`src/rtl/gpio_input_port.sv`:
```
// Memory-mapped debounced GPIO input port with sticky edge flags and one
// level interrupt. Pins are synchronized, sampled on a slow tick and
// accepted only after three equal consecutive samples.
module gpio_input_port #(
   parameter int unsigned DATA_WIDTH   = 32,
   parameter int unsigned ADDR_WIDTH   = 8,
   parameter int unsigned IN_WIDTH     = 8,
   parameter int unsigned DEBOUNCE_MAX = 32'd500000
) (
   input  logic                  clk,
   input  logic                  reset,
   input  logic [IN_WIDTH-1:0]   gpio_data_in,
   input  logic [ADDR_WIDTH-1:0] addr,
   input  logic                  we,
   input  logic                  re,
   input  logic [DATA_WIDTH-1:0] wdata,
   output logic [DATA_WIDTH-1:0] rdata,
   output logic                  irq
);

   localparam int unsigned CNT_W = (DEBOUNCE_MAX > 1) ? $clog2(DEBOUNCE_MAX) : 1;
   localparam logic [CNT_W-1:0] CNT_LAST = CNT_W'(DEBOUNCE_MAX - 1);

   localparam logic [ADDR_WIDTH-1:0] ADDR_DEB    = ADDR_WIDTH'(0);
   localparam logic [ADDR_WIDTH-1:0] ADDR_RISE   = ADDR_WIDTH'(1);
   localparam logic [ADDR_WIDTH-1:0] ADDR_FALL   = ADDR_WIDTH'(2);
   localparam logic [ADDR_WIDTH-1:0] ADDR_IRQ_EN = ADDR_WIDTH'(3);

   // synchronizer stages
   logic [IN_WIDTH-1:0]   sync_meta;
   logic [IN_WIDTH-1:0]   sync_q;

   // three-sample history: the sample taken at the current tick (sync_q)
   // plus the samples of the two previous ticks
   logic [IN_WIDTH-1:0]   hist_new;
   logic [IN_WIDTH-1:0]   hist_old;

   logic [CNT_W-1:0]      tick_cnt;
   logic [IN_WIDTH-1:0]   deb_q;
   logic [IN_WIDTH-1:0]   rise_q;
   logic [IN_WIDTH-1:0]   fall_q;
   logic [IN_WIDTH-1:0]   irq_en_q;

   logic                  tick_c;
   logic [IN_WIDTH-1:0]   eq_c;
   logic [IN_WIDTH-1:0]   deb_nxt_c;
   logic [IN_WIDTH-1:0]   rise_set_c;
   logic [IN_WIDTH-1:0]   fall_set_c;
   logic [IN_WIDTH-1:0]   rise_clr_c;
   logic [IN_WIDTH-1:0]   fall_clr_c;
   logic [DATA_WIDTH-1:0] rd_mux_c;
   logic                  irq_nxt_c;
   logic                  unused_wdata_c;

   // only wdata[IN_WIDTH-1:0] carries register content
   assign unused_wdata_c = ^wdata;

   // two-flop synchronizer on every pin
   always_ff @(posedge clk) begin
      if (reset) begin
         sync_meta <= '0;
         sync_q    <= '0;
      end else begin
         sync_meta <= gpio_data_in;
         sync_q    <= sync_meta;
      end
   end

   // free-running sample tick counter, wraps at DEBOUNCE_MAX-1
   always_ff @(posedge clk) begin
      if (reset) begin
         tick_cnt <= '0;
      end else if (tick_c) begin
         tick_cnt <= '0;
      end else begin
         tick_cnt <= tick_cnt + CNT_W'(1);
      end
   end

   assign tick_c = (tick_cnt == CNT_LAST);

   // debounce decision: accept the sample only when all three history
   // entries (including the one being taken now) agree; deb moves only on a tick
   always_comb begin
      eq_c      = ~(sync_q ^ hist_new) & ~(hist_new ^ hist_old);
      deb_nxt_c = deb_q;
      if (tick_c) begin
         deb_nxt_c = (deb_q & ~eq_c) | (sync_q & eq_c);
      end
   end

   // history shift on each tick
   always_ff @(posedge clk) begin
      if (reset) begin
         hist_new <= '0;
         hist_old <= '0;
      end else if (tick_c) begin
         hist_new <= sync_q;
         hist_old <= hist_new;
      end
   end

   // debounced level
   always_ff @(posedge clk) begin
      if (reset) begin
         deb_q <= '0;
      end else begin
         deb_q <= deb_nxt_c;
      end
   end

   // edge detection and W1C decode; a set in the same cycle beats the clear
   always_comb begin
      rise_set_c = deb_nxt_c & ~deb_q;
      fall_set_c = deb_q & ~deb_nxt_c;
      rise_clr_c = '0;
      fall_clr_c = '0;
      if (we && (addr == ADDR_RISE)) begin
         rise_clr_c = wdata[IN_WIDTH-1:0];
      end
      if (we && (addr == ADDR_FALL)) begin
         fall_clr_c = wdata[IN_WIDTH-1:0];
      end
   end

   // sticky edge flags
   always_ff @(posedge clk) begin
      if (reset) begin
         rise_q <= '0;
         fall_q <= '0;
      end else begin
         rise_q <= (rise_q & ~rise_clr_c) | rise_set_c;
         fall_q <= (fall_q & ~fall_clr_c) | fall_set_c;
      end
   end

   // interrupt enable register
   always_ff @(posedge clk) begin
      if (reset) begin
         irq_en_q <= '0;
      end else if (we && (addr == ADDR_IRQ_EN)) begin
         irq_en_q <= wdata[IN_WIDTH-1:0];
      end
   end

   // read mux over current register values, so a same-cycle write is not seen
   always_comb begin
      rd_mux_c = '0;
      case (addr)
         ADDR_DEB:    rd_mux_c = DATA_WIDTH'(deb_q);
         ADDR_RISE:   rd_mux_c = DATA_WIDTH'(rise_q);
         ADDR_FALL:   rd_mux_c = DATA_WIDTH'(fall_q);
         ADDR_IRQ_EN: rd_mux_c = DATA_WIDTH'(irq_en_q);
         default:     rd_mux_c = '0;
      endcase
   end

   // registered read data, held while re is low
   always_ff @(posedge clk) begin
      if (reset) begin
         rdata <= '0;
      end else if (re) begin
         rdata <= rd_mux_c;
      end
   end

   assign irq_nxt_c = |((rise_q | fall_q) & irq_en_q);

   // registered level interrupt
   always_ff @(posedge clk) begin
      if (reset) begin
         irq <= 1'b0;
      end else begin
         irq <= irq_nxt_c;
      end
   end

endmodule
```
`config.mk`:
```
export PLATFORM = sky130hd
export DESIGN_NAME = gpio_input_port
export DESIGN_NICKNAME = d
export VERILOG_FILES = /design/src/rtl/gpio_input_port.sv
export SDC_FILE = /design/constraint.sdc
export NUM_CORES = 1
export LEC_CHECK = 0
export BUFFER_PORTS_ARGS = -buffer_cell sky130_fd_sc_hd__buf_2
export CORE_ASPECT_RATIO = 0.7
export CORE_UTILIZATION = 45
export CTS_CLUSTER_DIAMETER = 40
export DETAILED_ROUTE_END_ITERATION = 12
export PLACE_DENSITY = 0.72
export SLEW_MARGIN = 15
export SYNTH_ARGS = -nofsm -noshare
export SYNTH_HDL_FRONTEND = slang
export SYNTH_SLANG_ARGS = --single-unit
```
`constraint.sdc`:
```
create_clock -name clk -period 1.8 [get_ports clk]
set_input_delay 0.09 -clock clk [delete_from_list [all_inputs] [get_ports clk]]
set_output_delay 0.09 -clock clk [all_outputs]
set_load 0.01 [all_outputs]
```
=== Word-level counts from Yosys, hierarchy flattened ===
Cells that the tools add are included.

* Add/subtract/negate cells: 1
* Equal/unequal tests: 4
* Mux-type cells: 4
* Bitwise gates (word level): 21
* Reduce and logical (&&, ||, !) cells: 6

{| class="wikitable"
|+ Operator list
! kind !! count
|-
| bitwise AND 8 bit || 8
|-
| NOT 8 bit || 7
|-
| OR 8 bit || 4
|-
| one-hot mux 8 bit (4 select lines) || 1
|-
| two-way mux 8 bit || 3
|-
| adder 19 x 1 -> 19 bit (second input constant) || 1
|-
| == test 19 bit (second input constant) || 1
|-
| == test 8 x 2 -> 1 bit (second input constant) || 2
|-
| bitwise XOR 8 bit || 2
|-
| == test 8 x 1 -> 1 bit (second input constant) || 1
|-
| logical NOT 8 bit || 1
|-
| OR reduction 8 bit || 1
|-
| logical AND 1 bit || 3
|-
| OR reduction 2 bit || 1
|}

* Flip-flop bits (word level): 116
* Input bits: 52
* Output and inout bits: 33
* Word-level logic and storage cells: 47

=== Depth between registers and ports, before layout ===
* Depth after elaboration: 10
* Depth in mapped cells: 8
* Mapped depth without buffers: 5

=== Worst setup path after synthesis ===
OpenSTA, ideal clock, no wires.

* Kind: register to register
* Start: register tick_cnt[0]
* End: register fall_q[0]
* Setup time: 0.116 ns
* Data arrival time: 1.753 ns
* Data required time: 1.684 ns
* Slack: -0.069 ns
* Stages on the path, launching flop included: 8
* Buffers on the path: 2
* Period minus slack after synthesis: 1.869 ns
* Cells stage by stage: dfxtp_1 -> ha_1 -> and3_1 -> clkbuf_1 -> nand3_1 -> buf_1 -> nor4_4 -> a41o_1

* Longest elaborated chain between the ends: 5

{| class="wikitable"
|+ RTL lines
! what !! line !! text
|-
| start: declaration || 38 || <nowiki>logic [CNT_W-1:0] tick_cnt;</nowiki>
|-
| start signal: assignment || 76 || <nowiki>tick_cnt <= tick_cnt + CNT_W'(1);</nowiki>
|-
| == test 19 bit || 80 || <nowiki>assign tick_c = (tick_cnt == CNT_LAST);</nowiki>
|-
| two-way mux 8 bit || 87 || <nowiki>if (tick_c) begin</nowiki>
|-
| NOT 8 bit || 115 || <nowiki>fall_set_c = deb_q & ~deb_nxt_c;</nowiki>
|-
| bitwise AND 8 bit || 115 ||
|-
| OR 8 bit || 133 || <nowiki>fall_q <= (fall_q & ~fall_clr_c) | fall_set_c;</nowiki>
|-
| end signal: assignment || 133 ||
|-
| end: declaration || 41 || <nowiki>logic [IN_WIDTH-1:0] fall_q;</nowiki>
|}

Every way passes these cells.
A chain may end at the register's enable or synchronous reset.

=== Worst setup path after layout ===
* Start: register tick_cnt[9]
* End: register tick_cnt[10]

* Longest elaborated chain between the ends: 2
* Elaborated cells on any way between the ends: 3
* Classes of those cells: add/sub (1); eq/ne (1); reduce/logical (1)

{| class="wikitable"
|+ RTL lines
! what
|-
| parallel branches: the longest is 2 deep, another holds adder 19 x 1 -> 19 bit
|}

Several ways; the timed one is not identified.

==> results_tabular.tex <==
\begin{tabular}{lr}
\hline
Metric & Value \\
\hline
\multicolumn{2}{l}{\textbf{Final layout}} \\
Utilization after layout & 55.2\% \\
Layout cell share with drive strength beyond 1 & 19.8\% \\
Antenna Cells & 0 \\
Syn-to-layout area delta & 18.1\% \\
Final net count & 573 \\
\multicolumn{2}{l}{\textbf{GRT}} \\
Number of antenna violations at the first check in global routing & 0 \\
Global router's overall resource usage & 20.1\% \\
Wire length of the first global-routing pass & 15.8 mm \\
Overall overflow remaining after global route & 0 \\
Vias in the first global route & 3,361 \\
Pin count of the biggest net entering global routing & 74 \\
\multicolumn{2}{l}{\textbf{Flow run}} \\
Number of max-cap violations & 0 \\
\multicolumn{2}{l}{\textbf{Placement}} \\
Detailed placement HPWL & 6.42 mm \\
Routability cong. & 0.827 \\
Total of buffers placed on input and output ports & 36 \\
Worst setup slack after placement & 0.0472 ns \\
\multicolumn{2}{l}{\textbf{Yosys}} \\
Top cells by area in the synthesized netlist & sky130\_fd\_sc\_hd\_\_dfxtp\_1, sky130\_fd\_sc\_hd\_\_nand3\_1, sky130\_fd\_sc\_hd\_\_buf\_4, sky130\_fd\_sc\_hd\_\_mux4\_2, sky130\_fd\_sc\_hd\_\_a21oi\_1 \\
Sequential fraction of the synthesis area & 43.3\% \\
Number of warnings printed during yosys synthesis & 0 \\
EDFF count, synth & 0 \\
Library cell occupying the most area in the post-synthesis netlist & sky130\_fd\_sc\_hd\_\_dfxtp\_1 \\
Proportion of register bits with asynchronous set or reset after synthesis & 0\% \\
Syn\_area\_per\_cell & 8.98 sq um \\
Unique cell type count in the Yosys netlist & 43 \\
Most frequently used flop master after synthesis & sky130\_fd\_sc\_hd\_\_dfxtp\_1 \\
Post-Syn Area & 4260 sq um \\
Post-synth top area share & 43.3\% \\
Post-Syn Instances & 474 \\
Most frequent cells after synthesis & sky130\_fd\_sc\_hd\_\_dfxtp\_1, sky130\_fd\_sc\_hd\_\_nand3\_1, sky130\_fd\_sc\_hd\_\_nor2\_1 \\
Post-synthesis sequential element count & 92 \\
Cell with the most instances after synthesis & sky130\_fd\_sc\_hd\_\_dfxtp\_1 \\
\multicolumn{2}{l}{\textbf{Die}} \\
Die W & 118 um \\
Die Y-Extent & 83.4 um \\
Total Die Area & 9860 sq um \\
IO Pins & 85 \\
Starting density of the core & 46.7\% \\
Area of the core & 9110 sq um \\
Number of placement rows & 29 \\
\multicolumn{2}{l}{\textbf{STA}} \\
Crit path setup slack, layout & 0.0165 ns \\
Unrepaired setup endpoints after global routing & yes \\
Final hold viol count & 0 \\
Max Clk Rate & 561 MHz \\
Tightest hold margin & 0.0424 ns \\
Maximum clock skew at final layout & 0.00579 ns \\
Pins over their slew limit & 0 \\
Share of the clock period used by the worst path after layout & 99.1\% \\
Endpoints failing setup & 0 \\
Crit path time final & 1.78 ns \\
\multicolumn{2}{l}{\textbf{Route}} \\
Number of iterations in the first detailed-routing pass & 6 \\
Vias post-DR & 3,696 \\
Total detailed-routing wirelength & 10.1 mm \\
WL/cell & 15.5 um \\
Count of nets left with antenna violations after detail routing & 0 \\
Detailed router's first-iteration violation count & 332 \\
Via/cell ratio & 5.70 \\
Residual DRC count & 0 \\
\multicolumn{2}{l}{\textbf{Setup path}} \\
Critical path startpoint category & flip-flop \\
Critical Setup Path Class & flip-flop to flip-flop \\
CP Data Arrival Time & 2.01 ns \\
Type of destination of the critical path & flip-flop \\
Cell with the biggest individual delay on the critical path & sky130\_fd\_sc\_hd\_\_or4b\_4 \\
Crit path max fanout & 8 \\
Crit-path max cell delay & 0.58 ns \\
Required arrival time at the worst endpoint & 2.03 ns \\
Ordered cell list for the critical path & or4b\_4 -> or2\_4 -> o21ai\_4 -> buf\_6 -> nor2\_2 \\
\multicolumn{2}{l}{\textbf{Clock tree}} \\
Number of H-tree branching levels & 3 \\
TritonCTS clock tree & yes \\
Clock latency on the worst-skew pair & 0.34 ns \\
Buffers from clock root to sink, at most & 2 \\
Number of buffers created by CTS & 9 \\
Clock sink total & 92 \\
Clock Tree Root & sky130\_fd\_sc\_hd\_\_clkbuf\_16 \\
Clock-pin slew reported for the worst setup and hold paths after clock tree synthesis & 0.06 ns \\
\multicolumn{2}{l}{\textbf{Power}} \\
Power Dens Cells & 814 nW/um\^{}2 \\
Leakage & 1.79 nW \\
Peak ir drop on the vdd network & 0.000570 V \\
\multicolumn{2}{l}{\textbf{Status}} \\
Result of the run & finished clean \\
\multicolumn{2}{l}{\textbf{Worst hold path}} \\
Min-delay worst type & primary input to flip-flop \\
\hline
\end{tabular}
==> cell families after synthesis <==
family | count (synthesis) | share of synthesized area [%]
mux | 8 | 4.23
other cells | 1 | 0.0881
compound gates | 120 | 18.6
xor+xnor | 13 | 2.68
simple gates | 162 | 21.4
buf+inv | 77 | 9.44
flops | 92 | 43.3
fa+ha+maj | 1 | 0.294
==> layer usage <==
| metal | vias up | GRT usage [%] | routed length, um | share of wire, % |
|---|---|---|---|---|
| met1 | 1750 | 27.0 | 4480 | 44 |
| li1 | 1777 | - | - | - |
| met2 | 153 | 31.2 | 4680 | 46 |
| met5 | - | 0 | 0 | 0 |
| met3 | 16 | 5.22 | 754 | 7.5 |
| met4 | 0 | 6.88 | 155 | 1.5 |
==> metrics by stage <==
| step | cells | instance area, sq um | total power, mW | TNS, ns |
|---|---|---|---|---|
| detailed placement | 622 | 4570 | 2.29 | 0 |
| global placement | 622 | 4570 | 2.29 | 0 |
| global route | 648 | 5020 | 4.23 | -0.177 |
| floorplan | 497 | 4340 | 2.26 | 0 |
| finish | 648 | 5020 | 4.09 | 0 |
| CTS | 645 | 4930 | 4.11 | 0 |
==> power by group <==
group | leakage, nW | internal, mW | switching [mW]
logic | 0.910 | 0.0700 | 0.121
registers | 0.745 | 2.06 | 0.0129
clock network | 0.136 | 1.07 | 0.758
total | 1.79 | 3.20 | 0.892
==> repair_timing <==
item | CTS | global route
hold buffers | 8 | 0
gates resized for setup | 0 | 17
endpoints found under the hold margin | 8 | 0
setup endpoints to repair | 0 | 50
setup buffers | 0 | 0
==> final timing paths <==
check,cells after the start,slack [ns],end,startpoint
worst max-delay path,5,0.02,tick_cnt[10],tick_cnt[9]
worst min-delay path,3,0.04,irq_en_q[5],wdata[5]
worst max register to register,5,0.02,tick_cnt[10],tick_cnt[9]
worst min register to register,1,0.43,sync_q[4],sync_meta[4]
==> cells in the final DEF, fill, tap and decap left out, types with 9 or more instances in the layout <==
cell / synthesis / final
sky130_fd_sc_hd__buf_2: 9 / 36
sky130_fd_sc_hd__a21oi_1: 33 / 32
sky130_fd_sc_hd__nor2_1: 34 / 28
sky130_fd_sc_hd__o41ai_1: 9 / 9
sky130_fd_sc_hd__buf_4: 25 / 16
sky130_fd_sc_hd__dfxtp_1: 92 / 91
sky130_fd_sc_hd__clkbuf_16: 0 / 10
sky130_fd_sc_hd__xnor2_1: 10 / 10
sky130_fd_sc_hd__o21ai_0: 33 / 32
sky130_fd_sc_hd__nand3_1: 38 / 38
sky130_fd_sc_hd__inv_1: 20 / 20
sky130_fd_sc_hd__nor2b_1: 25 / 25
sky130_fd_sc_hd__nand2_1: 20 / 20
sky130_fd_sc_hd__conb_1: 1 / 24
==> registers in the layout, indices dropped and copies added (netlist names) <==
signal / flops
tick_cnt: 19
deb_q: 8
fall_q: 8
hist_new: 8
hist_old: 8
irq_en_q: 8
rdata: 8
rise_q: 8
sync_meta: 8
sync_q: 8
irq: 1
==> critical path: cells and delay by family (launching register included) <==
family          cells  cell delay (ns)
simple gates        3             0.99
compound gates      1             0.19
flops               1             0.32
buf+inv             1             0.17
==> layout make-up <==
type | count | area [sq um]
clock buffer | 11 | 233
inverter | 20 | 75.1
clock inverter | 4 | 51.3
tap | 124 | 155
multi-input combinational | 330 | 2160
timing repair buffer | 67 | 508
fill | 802 | 4080
sequential | 92 | 1840
Power figures use the tool's default switching activity.
